`config.mk`:
```
export PLATFORM = sky130hd
export DESIGN_NAME = roi_bbox
export DESIGN_NICKNAME = d
export VERILOG_FILES = /design/src/rtl/roi_pkg.sv /design/src/rtl/roi_run_filter.sv /design/src/rtl/roi_bbox.sv
export SDC_FILE = /design/constraint.sdc
export NUM_CORES = 1
export LEC_CHECK = 0
export BUFFER_PORTS_ARGS = -buffer_cell sky130_fd_sc_hd__buf_2
export CORE_MARGIN = 2
export CORE_UTILIZATION = 55
export DETAILED_ROUTE_END_ITERATION = 10
export PLACE_DENSITY = 0.85
export SYNTH_ARGS = -nofsm -noshare
export SYNTH_HDL_FRONTEND = slang
export SYNTH_SLANG_ARGS = --single-unit
```
`constraint.sdc`:
```
create_clock -name iCLK -period 10 [get_ports iCLK]
set_input_delay 0 -clock iCLK [delete_from_list [all_inputs] [get_ports iCLK]]
set_output_delay 0 -clock iCLK [all_outputs]
set_load 0.005 [all_outputs]
```
`src/rtl/roi_pkg.sv`:
```
// Shared types and default constants for the ROI bounding-box block.
package roi_pkg;

    localparam int ROI_PIX_W   = 8;
    localparam int ROI_IMG_W   = 640;
    localparam int ROI_IMG_H   = 480;
    localparam int ROI_MIN_RUN = 2;
    localparam int ROI_MARGIN  = 4;

    // Run counter is wide enough for the largest allowed MIN_RUN (15).
    localparam int RUN_W = 4;

    typedef enum logic [1:0] {
        ST_IDLE = 2'd0,
        ST_SCAN = 2'd1,
        ST_DONE = 2'd2
    } roi_state_e;

    function automatic int roi_clamp(input int v, input int lo, input int hi);
        if (v < lo) return lo;
        if (v > hi) return hi;
        return v;
    endfunction

endpackage

```
`src/rtl/roi_run_filter.sv`:
```
// Horizontal run-length filter: flags pixels that belong to a foreground run
// of at least MIN_RUN pixels and reports the column where that run began.
module roi_run_filter
    import roi_pkg::*;
#(
    parameter int IMG_W   = ROI_IMG_W,
    parameter int MIN_RUN = ROI_MIN_RUN,
    localparam int CW     = $clog2(IMG_W)
) (
    input  logic          iCLK,
    input  logic          iRST,
    input  logic          pix_acc,
    input  logic          restart,
    input  logic          pix_fg,
    input  logic [CW-1:0] col,
    input  logic          row_end,
    output logic          ink,
    output logic [CW-1:0] run_start
);

    localparam logic [RUN_W-1:0] RUN_MAX  = '1;
    localparam logic [RUN_W-1:0] RUN_QUAL = RUN_W'(MIN_RUN);

    logic [RUN_W-1:0] run_q, run_d, run_prev, run_cur;
    logic [CW-1:0]    start_q, start_d, start_cur;

    always_comb begin
        // A restarting frame sees an empty run regardless of leftover history.
        run_prev  = restart ? '0 : run_q;
        run_cur   = '0;
        if (pix_fg) begin
            run_cur = (run_prev == RUN_MAX) ? RUN_MAX : run_prev + 1'b1;
        end
        start_cur = (run_prev == '0) ? col : start_q;
        ink       = pix_acc && pix_fg && (run_cur >= RUN_QUAL);
        run_start = start_cur;

        run_d   = run_q;
        start_d = start_q;
        if (pix_acc) begin
            run_d   = row_end ? '0 : run_cur;
            start_d = start_cur;
        end
    end

    always_ff @(posedge iCLK or negedge iRST) begin
        if (!iRST) begin
            run_q   <= '0;
            start_q <= '0;
        end else begin
            run_q   <= run_d;
            start_q <= start_d;
        end
    end

endmodule

```
`src/rtl/roi_bbox.sv`:
```
// Bounding box of dark ink in a raster-scanned grey frame.
// Optional macro ROI_MARGIN_EN pads a found box by MARGIN, clamped to the frame.
module roi_bbox
    import roi_pkg::*;
#(
    parameter int PIX_W   = ROI_PIX_W,
    parameter int IMG_W   = ROI_IMG_W,
    parameter int IMG_H   = ROI_IMG_H,
    parameter int MIN_RUN = ROI_MIN_RUN,
    parameter int MARGIN  = ROI_MARGIN,
    localparam int CW     = $clog2(IMG_W),
    localparam int RW     = $clog2(IMG_H)
) (
    input  logic             iCLK,
    input  logic             iRST,
    input  logic [PIX_W-1:0] iPixel,
    input  logic             iPix_val,
    input  logic             iSOF,
    input  logic [PIX_W-1:0] iThresh,
    output logic [RW-1:0]    oTop,
    output logic [RW-1:0]    oBot,
    output logic [CW-1:0]    oLeft,
    output logic [CW-1:0]    oRight,
    output logic             oFound,
    output logic             oROI_val,
    output logic             oBusy
);

    localparam logic [CW-1:0] COL_MAX = CW'(IMG_W - 1);
    localparam logic [RW-1:0] ROW_MAX = RW'(IMG_H - 1);

    roi_state_e       state_q, state_d;
    logic [PIX_W-1:0] thresh_q, thresh_d;
    logic [CW-1:0]    col_q, col_d, left_q, left_d, right_q, right_d;
    logic [RW-1:0]    row_q, row_d, top_q, top_d, bot_q, bot_d;
    logic             ink_q, ink_d;

    logic [RW-1:0]    out_top_q, out_top_d, out_bot_q, out_bot_d;
    logic [CW-1:0]    out_left_q, out_left_d, out_right_q, out_right_d;
    logic             out_found_q, out_found_d, roi_val_q, roi_val_d;

    logic             restart, pix_acc, pix_fg, row_end, last_pix, base_ink;
    logic             ink_hit;
    logic [CW-1:0]    cur_col, run_start, box_left, box_right;
    logic [RW-1:0]    cur_row, box_top, box_bot;

`ifdef ROI_MARGIN_EN
    function automatic logic [RW-1:0] pad_row(input logic [RW-1:0] v, input logic grow_up);
        return RW'(roi_clamp(grow_up ? int'(v) + MARGIN : int'(v) - MARGIN, 0, IMG_H - 1));
    endfunction

    function automatic logic [CW-1:0] pad_col(input logic [CW-1:0] v, input logic grow_up);
        return CW'(roi_clamp(grow_up ? int'(v) + MARGIN : int'(v) - MARGIN, 0, IMG_W - 1));
    endfunction
`endif

    // Pixel acceptance and coordinates; a restart pixel is always (0,0).
    always_comb begin
        restart  = iPix_val && iSOF && (state_q != ST_DONE);
        pix_acc  = restart || (iPix_val && (state_q == ST_SCAN));
        cur_col  = restart ? '0 : col_q;
        cur_row  = restart ? '0 : row_q;
        pix_fg   = iPixel < (restart ? iThresh : thresh_q);
        row_end  = (cur_col == COL_MAX);
        last_pix = pix_acc && row_end && (cur_row == ROW_MAX);
    end

    roi_run_filter #(
        .IMG_W   (IMG_W),
        .MIN_RUN (MIN_RUN)
    ) u_run_filter (
        .iCLK      (iCLK),
        .iRST      (iRST),
        .pix_acc   (pix_acc),
        .restart   (restart),
        .pix_fg    (pix_fg),
        .col       (cur_col),
        .row_end   (row_end),
        .ink       (ink_hit),
        .run_start (run_start)
    );

    always_comb begin
        thresh_d = restart ? iThresh : thresh_q;

        col_d = col_q;
        row_d = row_q;
        if (pix_acc) begin
            col_d = row_end ? '0 : cur_col + 1'b1;
            row_d = row_end ? cur_row + 1'b1 : cur_row;
            if (last_pix) row_d = '0;
        end

        // Box registers are only meaningful once ink_q is set, so a restart
        // just drops the flag and lets the first hit overwrite them.
        base_ink = restart ? 1'b0 : ink_q;
        ink_d    = base_ink;
        left_d   = left_q;
        right_d  = right_q;
        top_d    = top_q;
        bot_d    = bot_q;
        if (ink_hit) begin
            ink_d = 1'b1;
            bot_d = cur_row;
            if (!base_ink) begin
                left_d  = run_start;
                right_d = cur_col;
                top_d   = cur_row;
            end else begin
                if (run_start < left_q) left_d  = run_start;
                if (cur_col > right_q)  right_d = cur_col;
            end
        end

        state_d = state_q;
        case (state_q)
            ST_IDLE: if (last_pix) state_d = ST_DONE;
                     else if (restart) state_d = ST_SCAN;
            ST_SCAN: if (last_pix) state_d = ST_DONE;
            ST_DONE: state_d = ST_IDLE;
            default: state_d = ST_IDLE;
        endcase
    end

    always_comb begin
        box_top   = '0;
        box_bot   = ROW_MAX;
        box_left  = '0;
        box_right = COL_MAX;
        if (ink_d) begin
`ifdef ROI_MARGIN_EN
            box_top   = pad_row(top_d, 1'b0);
            box_bot   = pad_row(bot_d, 1'b1);
            box_left  = pad_col(left_d, 1'b0);
            box_right = pad_col(right_d, 1'b1);
`else
            box_top   = top_d;
            box_bot   = bot_d;
            box_left  = left_d;
            box_right = right_d;
`endif
        end

        // Results land on the last-pixel edge so they are valid during DONE.
        roi_val_d   = last_pix;
        out_top_d   = out_top_q;
        out_bot_d   = out_bot_q;
        out_left_d  = out_left_q;
        out_right_d = out_right_q;
        out_found_d = out_found_q;
        if (last_pix) begin
            out_top_d   = box_top;
            out_bot_d   = box_bot;
            out_left_d  = box_left;
            out_right_d = box_right;
            out_found_d = ink_d;
        end
    end

    always_ff @(posedge iCLK or negedge iRST) begin
        if (!iRST) begin
            state_q     <= ST_IDLE;
            thresh_q    <= '0;
            col_q       <= '0;
            row_q       <= '0;
            ink_q       <= 1'b0;
            left_q      <= '0;
            right_q     <= '0;
            top_q       <= '0;
            bot_q       <= '0;
            out_top_q   <= '0;
            out_bot_q   <= '0;
            out_left_q  <= '0;
            out_right_q <= '0;
            out_found_q <= 1'b0;
            roi_val_q   <= 1'b0;
        end else begin
            state_q     <= state_d;
            thresh_q    <= thresh_d;
            col_q       <= col_d;
            row_q       <= row_d;
            ink_q       <= ink_d;
            left_q      <= left_d;
            right_q     <= right_d;
            top_q       <= top_d;
            bot_q       <= bot_d;
            out_top_q   <= out_top_d;
            out_bot_q   <= out_bot_d;
            out_left_q  <= out_left_d;
            out_right_q <= out_right_d;
            out_found_q <= out_found_d;
            roi_val_q   <= roi_val_d;
        end
    end

    assign oTop     = out_top_q;
    assign oBot     = out_bot_q;
    assign oLeft    = out_left_q;
    assign oRight   = out_right_q;
    assign oFound   = out_found_q;
    assign oROI_val = roi_val_q;
    assign oBusy    = (state_q == ST_SCAN);

endmodule

```
==> metrics.json <==
{
  "cp-endpoint": {"value": "oRight[9]$_DFFE_PN0P_"},
  "final-setup-viol-count": {"value": 0},
  "timing.final.crit_share": {"value": 46.2, "unit": "%"},
  "grt_util_all_layers": {"value": 24.9, "unit": "%"},
  "detailedPlacementHpwl": {"value": 9420, "unit": "um"},
  "wl_met2": {"value": 6480, "unit": "um"},
  "regToRegStartpoint": {"value": "state_q[0]$_DFFE_PN0P_"},
  "critical_path_required": {"value": 10400, "unit": "ps"},
  "start_kind": {"value": "flip-flop"},
  "port_buffers": {"value": 60},
  "worstRegToRegCells": {"value": 14},
  "clock_sinks": {"value": 122},
  "cts_clock_pin_slew_for_the_worst_setup_and_hold_paths": {"value": 60, "unit": "ps"},
  "drt_drc_violations_left": {"value": 0},
  "postSynthAreaPerCell": {"value": 9.84, "unit": "sq um"},
  "routed_wirelength": {"value": 13500, "unit": "um"},
  "antenna_violating_nets_post_route": {"value": 0},
  "r2r_slack": {"value": 5380, "unit": "ps"},
  "slew-limit-headroom": {"value": 15.0, "unit": "%"},
  "synth_sequential_area_ratio": {"value": 50.9, "unit": "%"},
  "maxClockFrequency": {"value": 217, "unit": "MHz"},
  "io_pins": {"value": 61},
  "finish.cell_count_without_fillers": {"value": 830},
  "setup.worst_path.end_class": {"value": "flip-flop"},
  "hold_viol_final": {"value": 0},
  "finalNetCount": {"value": 727},
  "path_cells": {"value": "and2b_2 -> nor2_1 -> buf_4 -> nand2_1 -> nand2_1 -> inv_1 -> ha_1 -> a211oi_1 -> nor2_1 -> nor3_1 -> nand3_1 -> a21oi_2 -> o21a_2 -> a21oi_1"},
  "power_leakage": {"value": 3.56, "unit": "nW"},
  "fin_tns_setup": {"value": 0, "unit": "ps"},
  "clkLatencyLatePin": {"value": 520, "unit": "ps"},
  "tritoncts": {"value": "built"},
  "place_area": {"value": 0.00636, "unit": "sq mm"},
  "number_of_global_route_vias_before_repair": {"value": 4642},
  "run_status": {"value": "completed"},
  "critical_path_cell_count": {"value": 14},
  "flow.area_growth_from_synthesis": {"value": 17.7, "unit": "%"},
  "global_route.overflow_total": {"value": 0},
  "ys_async_sr_fraction": {"value": 100, "unit": "%"},
  "power_density": {"value": 198, "unit": "mW/mm^2"},
  "total_switching_power": {"value": 0.418, "unit": "mW"},
  "tritoncts.num_buffers": {"value": 17},
  "critical_path_peak_fanout": {"value": 22},
  "wl_met3": {"value": 849, "unit": "um"},
  "critical_path.startpoint": {"value": "state_q[0]$_DFFE_PN0P_"},
  "hold_path_class": {"value": "in -> async"},
  "final_critical_delay_including_setup_and_external_delays": {"value": 4620, "unit": "ps"},
  "pwr-share-comb": {"value": 18.2, "unit": "%"},
  "synth-edff-count": {"value": 0},
  "crit_buf_inv": {"value": 2},
  "initial_core_util": {"value": 55.8, "unit": "%"},
  "clock_tree.buffer_depth": {"value": 2},
  "cpLargestDelayFamily": {"value": "compound AO/OA/AOI/OAI gates"},
  "synth_area": {"value": 0.00599, "unit": "sq mm"},
  "die_width": {"value": 108, "unit": "um"},
  "postSynthCellCount": {"value": 609},
  "routed-via-count": {"value": 4698},
  "yosys.cell_types.count": {"value": 58},
  "clockPowerShare": {"value": 42.2, "unit": "%"},
  "h-tree-depth": {"value": 4},
  "layout-drive-gt1-share": {"value": 20.3, "unit": "%"},
  "top_layer_used": {"value": "met4"},
  "arrival": {"value": 5020, "unit": "ps"},
  "yosysWarningCount": {"value": 0},
  "power.internal": {"value": 0.981, "unit": "mW"},
  "coreArea": {"value": 0.0107, "unit": "sq mm"},
  "wirelength_per_cell": {"value": 16.2, "unit": "um"},
  "grt_pass1_wl": {"value": 22500, "unit": "um"},
  "dieHeight": {"value": 108, "unit": "um"},
  "syn-num-nets": {"value": 659},
  "initial_antenna_violation_count": {"value": 0},
  "detail_route.first_pass.iterations": {"value": 6},
  "yosys-top-cells-count": {"value": "127 x sky130_fd_sc_hd__nand2_1, 122 x sky130_fd_sc_hd__dfrtp_1, 47 x sky130_fd_sc_hd__o21ai_0"},
  "antennaDiodeCount": {"value": 0},
  "yosys.area.top_type_share": {"value": 50.9, "unit": "%"},
  "yosys-top-cells-area": {"value": "sky130_fd_sc_hd__dfrtp_1 51%, sky130_fd_sc_hd__nand2_1 8.0%, sky130_fd_sc_hd__ha_1 6.3%"},
  "worst_path_largest_cell_delay": {"value": 1060, "unit": "ps"},
  "vias_per_cell": {"value": 5.66},
  "synth.largest_area_cell": {"value": "sky130_fd_sc_hd__dfrtp_1"},
  "grt_start_max_net_pins": {"value": 67},
  "design.die.area": {"value": 0.0118, "unit": "sq mm"},
  "rr_endpoint": {"value": "oRight[9]$_DFFE_PN0P_"},
  "drt_first_iter_violations": {"value": 368},
  "skew": {"value": 5.94, "unit": "ps"},
  "ir_drop": {"value": 0.105, "unit": "mV"},
  "dp_cells": {"value": 787},
  "max_slew.worst_pin.slew": {"value": 1280, "unit": "ps"},
  "most_used_dff_post_synth": {"value": "sky130_fd_sc_hd__dfrtp_1"},
  "critPathKind": {"value": "reg -> reg"},
  "most_instantiated_library_cell_after_synthesis": {"value": "sky130_fd_sc_hd__nand2_1"},
  "final_max_slew_viol_count": {"value": 0},
  "cts-root-buf": {"value": "sky130_fd_sc_hd__clkbuf_8"},
  "seq_power_share": {"value": 39.6, "unit": "%"},
  "finalWeightedCongestion": {"value": 0.928},
  "maxCapViolations": {"value": 0},
  "rows": {"value": 38},
  "detail_route.wirelength.met1": {"value": 5890, "unit": "um"},
  "critical_path_top_delay_cell": {"value": "sky130_fd_sc_hd__a21oi_2"},
  "netSwitchingFraction": {"value": 29.9, "unit": "%"},
  "design_area": {"value": 0.00706, "unit": "sq mm"},
  "register_bit_total_from_synthesis": {"value": 122},
  "grt_setup_unrepaired": {"value": "false"}
}
routing by layer:
metal | vias to the layer above | GRT usage, %
li1 | 2237 | -
met1 | 2255 | 33.7
met2 | 182 | 39.5
met3 | 24 | 4.82
met4 | 0 | 10.3
met5 | - | 0
worst min-delay path by stage:
stage / from / to / depth (start not counted)
finish: iRST / oLeft[4]$_DFFE_PN0P_ / 2
global route: iSOF / col_q[8]$_DFFE_PN0P_ / 4
CTS: iSOF / col_q[8]$_DFFE_PN0P_ / 4
detailed placement: iRST / oLeft[4]$_DFFE_PN0P_ / 1
global placement: iRST / oLeft[7]$_DFFE_PN0P_ / 1
floorplan: iRST / bot_q[0]$_DFF_PN0_ / 0
final cells by class:
type                            count  area, sq um
Clock inverter                     15          166
Clock buffer                       17          414
Timing Repair Buffer               75          443
Fill cell                         852         3690
Tap cell                          140          175
Sequential cell                   122         3050
Multi-Input combinational cell    414         2630
Inverter                           47          178
registers in the layout, indices dropped and copies added, names as in the netlist:
register              cells
row_q                     9
u_run_filter.run_q        4
oFound                    1
bot_q                     9
right_q                  10
oLeft                    10
thresh_q                  8
oRight                   10
oTop                      9
oBot                      9
ink_q                     1
u_run_filter.start_q     10
left_q                   10
col_q                    10
top_q                     9
state_q                   2
oROI_val                  1
worst register-to-register path, delay by kind of cell, from the launching register on:
family                   cells  cell delay (ps)
flip-flops                   1              390
buffers and inverters        2              360
AND/OR/NAND/NOR              7             1720
adder cells (fa/ha/maj)      1              280
AO/OA/AOI/OAI                4             1760
through the flow:
stage | setup slack, ps | hold WS [ps] | power [mW] | utilization, %
floorplan | 5560 | -296 | 0.735 | -
global placement | 5570 | 79.0 | 0.791 | 59.2
detailed placement | 5400 | 87.8 | 0.805 | 59.2
CTS | 5410 | 59.8 | 1.40 | 65.7
global route | 5010 | 118 | 1.46 | 65.7
finish | 5380 | 70.3 | 1.40 | 65.7
power by group through the flow:
stage | Clock (mW) | Sequential, mW | Combinational [mW]
floorplan | 0 | 0.554 | 0.181
global placement | 0 | 0.560 | 0.231
detailed placement | 0 | 0.560 | 0.245
CTS | 0.597 | 0.552 | 0.253
global route | 0.618 | 0.557 | 0.285
finish | 0.591 | 0.554 | 0.254
cell families after synthesis:
logic type / synth area share, %
AO/OA/AOI/OAI: 17.9
XOR/XNOR: 0.584
adder cells (fa/ha/maj): 6.26
buffers and inverters: 5.26
flip-flops: 50.9
multiplexers: 3.44
AND/OR/NAND/NOR: 15.6
layout by cell type (no fill, tap or decap), types with 6 or more instances in the layout:
cell type	instances
sky130_fd_sc_hd__a21oi_1	19
sky130_fd_sc_hd__nor3_1	11
sky130_fd_sc_hd__o31ai_1	6
sky130_fd_sc_hd__mux2_2	13
sky130_fd_sc_hd__ha_1	30
sky130_fd_sc_hd__nand4_1	7
sky130_fd_sc_hd__nand3_1	8
sky130_fd_sc_hd__clkbuf_16	16
sky130_fd_sc_hd__buf_2	59
sky130_fd_sc_hd__mux2i_1	6
sky130_fd_sc_hd__nor2_1	32
sky130_fd_sc_hd__dlygate4sd3_1	11
sky130_fd_sc_hd__inv_1	46
sky130_fd_sc_hd__o21ai_0	47
sky130_fd_sc_hd__a22o_1	14
sky130_fd_sc_hd__nand2_1	127
sky130_fd_sc_hd__a21bo_2	19
sky130_fd_sc_hd__dfrtp_1	122
sky130_fd_sc_hd__o21ba_1	8
repair_timing:
item / in CTS / in global routing
setup buffers: 0 / 0
gates resized for setup: 0 / 0
hold buffers: 11 / 0
hold endpoints to repair: 65 / 0
No activity file was read; power rests on OpenSTA's default activity.
